## config.mk

```make
export PLATFORM = sky130hd
export DESIGN_NAME = memory_access_stage
export DESIGN_NICKNAME = d
export VERILOG_FILES = /design/src/rtl/memory_access_stage_pkg.sv /design/src/rtl/memory_access_stage_timeout_counter.sv /design/src/rtl/memory_access_stage.sv
export SDC_FILE = /design/constraint.sdc
export NUM_CORES = 1
export LEC_CHECK = 0
export BUFFER_PORTS_ARGS = -buffer_cell sky130_fd_sc_hd__buf_2
export CORE_ASPECT_RATIO = 0.9
export CORE_MARGIN = 5
export CORE_UTILIZATION = 44
export CTS_BUF_LIST = sky130_fd_sc_hd__clkbuf_4 sky130_fd_sc_hd__clkbuf_8 sky130_fd_sc_hd__clkbuf_16
export DETAILED_ROUTE_END_ITERATION = 10
export PLACE_DENSITY = 0.76
export SETUP_SLACK_MARGIN = 0.3
export SLEW_MARGIN = 10
export SYNTH_ARGS = -nofsm -noshare
export SYNTH_HDL_FRONTEND = slang
export SYNTH_SLANG_ARGS = --single-unit
```

## constraint.sdc

```tcl
create_clock -name clock -period 2.1 [get_ports clock]
set_input_delay 0.105 -clock clock [delete_from_list [all_inputs] [get_ports clock]]
set_output_delay 0.105 -clock clock [all_outputs]
set_load 0.05 [all_outputs]
```

## src/rtl/memory_access_stage_pkg.sv

```systemverilog
// Shared types and defaults for the MEM-stage data-memory access unit.
package memory_access_stage_pkg;

    localparam int unsigned DEFAULT_TIMEOUT_CYCLES = 255;
    localparam int unsigned DEFAULT_CNT_WIDTH      = 16;
    localparam int unsigned ADDR_W                 = 32;
    localparam int unsigned DATA_W                 = 32;

    typedef enum logic [1:0] {
        ST_IDLE = 2'd0,
        ST_REQ  = 2'd1,
        ST_DONE = 2'd2
    } mas_state_e;

    // Request payload latched at the start of a transaction
    typedef struct packed {
        logic              we;
        logic [ADDR_W-1:0] addr;
        logic [DATA_W-1:0] wdata;
    } mem_cmd_t;

endpackage

```

## src/rtl/memory_access_stage_timeout_counter.sv

```systemverilog
// Counts REQ-state cycles without mem_ready; expired_c flags the last permitted cycle.
module mem_timeout_counter #(
    parameter int unsigned TIMEOUT_CYCLES = 255,
    parameter int unsigned CNT_WIDTH      = 16
) (
    input  logic clock,
    input  logic reset_n,
    input  logic clear,
    input  logic enable,
    output logic expired_c
);

    logic [CNT_WIDTH-1:0] count;

    always_ff @(posedge clock or negedge reset_n) begin
        if (!reset_n) begin
            count <= '0;
        end else if (clear) begin
            count <= '0;
        end else if (enable) begin
            count <= count + CNT_WIDTH'(1);
        end
    end

    assign expired_c = (count == CNT_WIDTH'(TIMEOUT_CYCLES - 1));

endmodule

```

## src/rtl/memory_access_stage.sv

```systemverilog
// MEM-stage load/store unit: drives a request/ready data-memory port and stalls
// the pipeline until the access completes or times out.
module memory_access_stage
    import memory_access_stage_pkg::*;
#(
    parameter int unsigned TIMEOUT_CYCLES = DEFAULT_TIMEOUT_CYCLES,
    parameter int unsigned CNT_WIDTH      = DEFAULT_CNT_WIDTH
) (
    input  logic              clock,
    input  logic              reset_n,
    input  logic              MemtoRegM,
    input  logic              MemWriteM,
    input  logic [ADDR_W-1:0] ALUOutM,
    input  logic [DATA_W-1:0] WriteDataM,
    output logic [DATA_W-1:0] ReadDataM,
    output logic              StallM,
    output logic              MisalignM,
    output logic              BusErrM,
    output logic              mem_req,
    output logic              mem_we,
    output logic [ADDR_W-1:0] mem_addr,
    output logic [DATA_W-1:0] mem_wdata,
    input  logic              mem_ready,
    input  logic [DATA_W-1:0] mem_rdata
);

    mas_state_e        state_q, state_d;
    mem_cmd_t          cmd_q, cmd_d;
    logic              req_q, req_d;
    logic [DATA_W-1:0] rdata_q, rdata_d;
    logic              berr_q, berr_d;
    logic              mem_op, access;
    logic              cnt_clear, cnt_en, expired;

    assign mem_op    = MemtoRegM | MemWriteM;
    assign access    = mem_op & (ALUOutM[1:0] == 2'b00);
    assign MisalignM = mem_op & (ALUOutM[1:0] != 2'b00);

    mem_timeout_counter #(
        .TIMEOUT_CYCLES(TIMEOUT_CYCLES),
        .CNT_WIDTH     (CNT_WIDTH)
    ) u_timeout (
        .clock    (clock),
        .reset_n  (reset_n),
        .clear    (cnt_clear),
        .enable   (cnt_en),
        .expired_c(expired)
    );

    always_ff @(posedge clock or negedge reset_n) begin
        if (!reset_n) begin
            state_q <= ST_IDLE;
            cmd_q   <= '0;
            req_q   <= 1'b0;
            rdata_q <= '0;
            berr_q  <= 1'b0;
        end else begin
            state_q <= state_d;
            cmd_q   <= cmd_d;
            req_q   <= req_d;
            rdata_q <= rdata_d;
            berr_q  <= berr_d;
        end
    end

    // Next state, next register values and the combinational stall
    always_comb begin
        state_d   = state_q;
        cmd_d     = cmd_q;
        req_d     = req_q;
        rdata_d   = rdata_q;
        berr_d    = 1'b0;
        StallM    = 1'b0;
        cnt_clear = 1'b0;
        cnt_en    = 1'b0;

        case (state_q)
            ST_IDLE: begin
                StallM = access;
                if (access) begin
                    state_d   = ST_REQ;
                    req_d     = 1'b1;
                    cmd_d     = '{we: MemWriteM, addr: ALUOutM, wdata: WriteDataM};
                    cnt_clear = 1'b1;
                end
            end
            ST_REQ: begin
                StallM = 1'b1;
                // Completion takes priority over a timeout in the same cycle
                if (mem_ready) begin
                    req_d   = 1'b0;
                    state_d = ST_DONE;
                    if (!cmd_q.we) begin
                        rdata_d = mem_rdata;
                    end
                end else if (expired) begin
                    req_d   = 1'b0;
                    rdata_d = '0;
                    berr_d  = 1'b1;
                    state_d = ST_DONE;
                end else begin
                    cnt_en = 1'b1;
                end
            end
            // Inputs here still belong to the finished instruction; never re-issue
            ST_DONE: state_d = ST_IDLE;
            default: state_d = ST_IDLE;
        endcase
    end

    assign mem_req   = req_q;
    assign mem_we    = cmd_q.we;
    assign mem_addr  = cmd_q.addr;
    assign mem_wdata = cmd_q.wdata;
    assign ReadDataM = rdata_q;
    assign BusErrM   = berr_q;

endmodule

```

==> results.py <==
metrics = {
    "outcome": {
        "outcome": "finished, violations left",
        "violations": "negative setup slack",
    },
    "yosys": {
        "syn_avg_cell_area_sq_um": 8.93,
        "ys_seq_elements": 117,
        "synth-edff-count": 0,
        "synthTopCellsByArea": "dfrtp_1 (57%), nand2_1 (19%), a22o_1 (5.5%), o21ai_0 (3.8%), clkbuf_1 (2.4%)",
        "yosysTopAreaCell": "dfrtp_1",
        "syn_inst": 574,
        "synth.yosys.warnings": 0,
        "ys.flop_type": "dfrtp_1",
        "syn_nets": 677,
        "ys_types": 40,
        "async_flop_share": 1.00,
        "synth_top_area_share": 0.571,
        "seq_area_frac_synth": 0.571,
        "netlist_area_sq_mm": 0.00513,
    },
    "setup_path": {
        "worstPathRequired_ns": 2.40,
        "startpoint_type": "flip-flop",
        "critPathLaunch": "u_timeout.count[0]$_DFFE_PN0P_",
        "worst_ep_arrival_time_ns": 2.48,
        "path_class": "flip-flop to flip-flop",
        "cp-end-kind": "flip-flop",
        "timing.rr.start": "u_timeout.count[0]$_DFFE_PN0P_",
        "cp_max_fo": 3,
    },
    "timing": {
        "fmax_mhz": 459,
        "finalCritPeriodShare": 1.04,
        "slew_violations": 0,
        "min_period_ns": 2.18,
        "setup_viol": 7,
        "hold_violations": 0,
        "skew_ns": 0.0136,
        "worst_slack_ns": -0.0798,
        "rsz0062_at_grt": "true",
        "slew_headroom": 0.644,
        "tightest_slew_ns": 0.534,
    },
    "cts": {
        "cts.clk_slew.worst_paths_ns": 0.06,
        "cts_tree": "done",
        "clkSinkCount": 117,
        "ctsHtreeMaxLevel": 4,
        "clockBufferDepth": 2,
        "clk-insertion-delay-late_ns": 0.42,
        "cts_buffers": 17,
        "cts_root_buf": "clkbuf_16",
    },
    "drt": {
        "drtIter0Drc": 495,
        "dr.pass1.iters": 7,
        "totalWireLength_mm": 17.0,
        "viasPerCell": 5.26,
        "vias": 5346,
        "post-route-drc-count": 0,
        "post_drt_wl_per_cell_um": 16.7,
        "antenna_left": 0,
    },
    "power": {
        "p_total_uw": 10900,
        "leakagePower_uw": 0.00395,
        "ir_worst_vdd_uv": 1000,
        "pwr_density_cell_mw_per_mm2": 1390,
    },
    "placed_design": {
        "dp_hpwl_mm": 10.1,
        "io_buffers": 201,
        "gp_congestion": 0.917,
        "post-place-cells": 916,
    },
    "floorplan": {
        "die_h_um": 112,
        "ios": 202,
        "fp-row-count": 37,
        "start_util": 0.449,
        "die_area_sq_mm": 0.0139,
        "die_w_um": 124,
        "coreArea_sq_mm": 0.0114,
    },
    "layout": {
        "fin_cells": 1017,
        "finish.net_count": 952,
        "fin_util": 0.683,
        "n_antenna_cell": 0,
        "layout.cells.most_common_list": "nand2_1 (257), buf_2 (200), dfrtp_1 (117)",
        "mostFrequentLayoutCell": "nand2_1",
        "syn2layout_area_growth_pct": 52.2,
        "drive_gt1_frac": 0.329,
        "nFillCells": 786,
    },
    "min_path": {
        "hp-start": "mem_ready",
        "hp-class": "input port to flip-flop",
    },
    "global_routing": {
        "grt.overflow.total": 0,
        "grt_max_degree": 67,
        "grt_pass1_wl_mm": 27.4,
        "grtUsageTotal": 0.249,
        "grt_pass1_vias": 5505,
        "antenna_found_initial": 0,
    },
    "job": {
        "cap_violations": 0,
    },
}
==> timing repair <==
| action | CTS | global route |
|---|---|---|
| setup endpoints to repair | 50 | 51 |
| pin swaps | 3 | 3 |
| resized for setup | 8 | 4 |
| buffers inserted | 4 | 1 |
| hold endpoints to repair | 99 | 0 |
| cloned | 1 | 0 |
| hold buffers | 64 | 0 |
==> state kept, by name, indices dropped and copies added (netlist names) <==
name,count
BusErrM,1
ReadDataM,32
mem_addr,32
mem_req,1
mem_wdata,32
mem_we,1
state_q,2
u_timeout.count,16
==> area by class of cell <==
class                   count  area (sq um)  share of cell area
well taps                 156           195              0.0250
clock inverters            12           153              0.0196
repair buffers            295          1980               0.253
inverters                   5          18.8             0.00240
flip-flops and latches    117          2930               0.375
clock buffers              19           453              0.0580
multi-input cells         413          2080               0.267
==> critical path, stage by stage (launching register included) <==
cell and delay (ns):
dfrtp_1 0.40, inv_2 0.09, ha_1 0.14, or4b_4 0.49, or4_4 0.46, and4_1 0.18
a311o_1 0.29
==> Yosys cell counts, drive strengths merged, types with 3 or more instances <==
cell type and instances:
dfrtp 117, nor2 7, buf 5, o31ai 6, a21oi 8, clkbuf 34, o21ai 40, or4 9
nand4 5, inv 5, nand2 258, or3 5, o211ai 5, or2 5, nand3 6, nor4 4
a22o 32, nor2b 3
==> kinds of logic (layout without fill, tap and decap cells) <==
group | count (synthesis) | after routing | synth area share
AOI/OAI and AO/OA | 95 | 95 | 0.124
adders and majority gates | 2 | 2 | 0.00488
buffers and inverters | 44 | 331 | 0.0346
DFF | 117 | 117 | 0.571
muxes | 3 | 3 | 0.00610
and+or+nand+nor | 313 | 313 | 0.259
==> per-layer routing <==
metal	vias up	wire, um	global-route usage
met5	-	0	0
met4	0	431	0.0923
met3	48	1840	0.0937
met2	304	8090	0.393
met1	2537	6620	0.311
li1	2457	-	-
==> power by group <==
group | leakage (uW) | switching, uW | internal, uW | total (uW)
registers | 0.00143 | 479 | 2910 | 3390
clock network | 0.000288 | 1060 | 1920 | 2980
logic | 0.00223 | 3330 | 1180 | 4510
==> through the flow <==
step | worst slack [ns] | instance area, sq um | setup TNS (ns) | hold WS, ns
floorplan | 0.0600 | 5190 | 0 | -0.191
global placement | 0.0772 | 6430 | 0 | 0.117
detailed placement | 0.0252 | 6430 | 0 | 0.124
CTS | -0.00917 | 7790 | -0.00917 | 0.0201
global route | -0.0897 | 7800 | -0.484 | 0.0535
finish | -0.0798 | 7800 | -0.148 | 0.0527
==> path summary, 6_finish.rpt <==
kind	end	slack, ns	depth (start not counted)
max reg2reg	u_timeout.count[15]$_DFFE_PN0P_	-0.08	6
max in group asynchronous	u_timeout.count[5]$_DFFE_PN0P_	1.28	3
min reg2reg	mem_wdata[31]$_DFFE_PN0P_	0.47	2
min in group asynchronous	mem_wdata[16]$_DFFE_PN0P_	0.22	2
max	u_timeout.count[15]$_DFFE_PN0P_	-0.08	6
min	BusErrM$_DFF_PN0_	0.05	3
(Power assumes the default switching activity.)
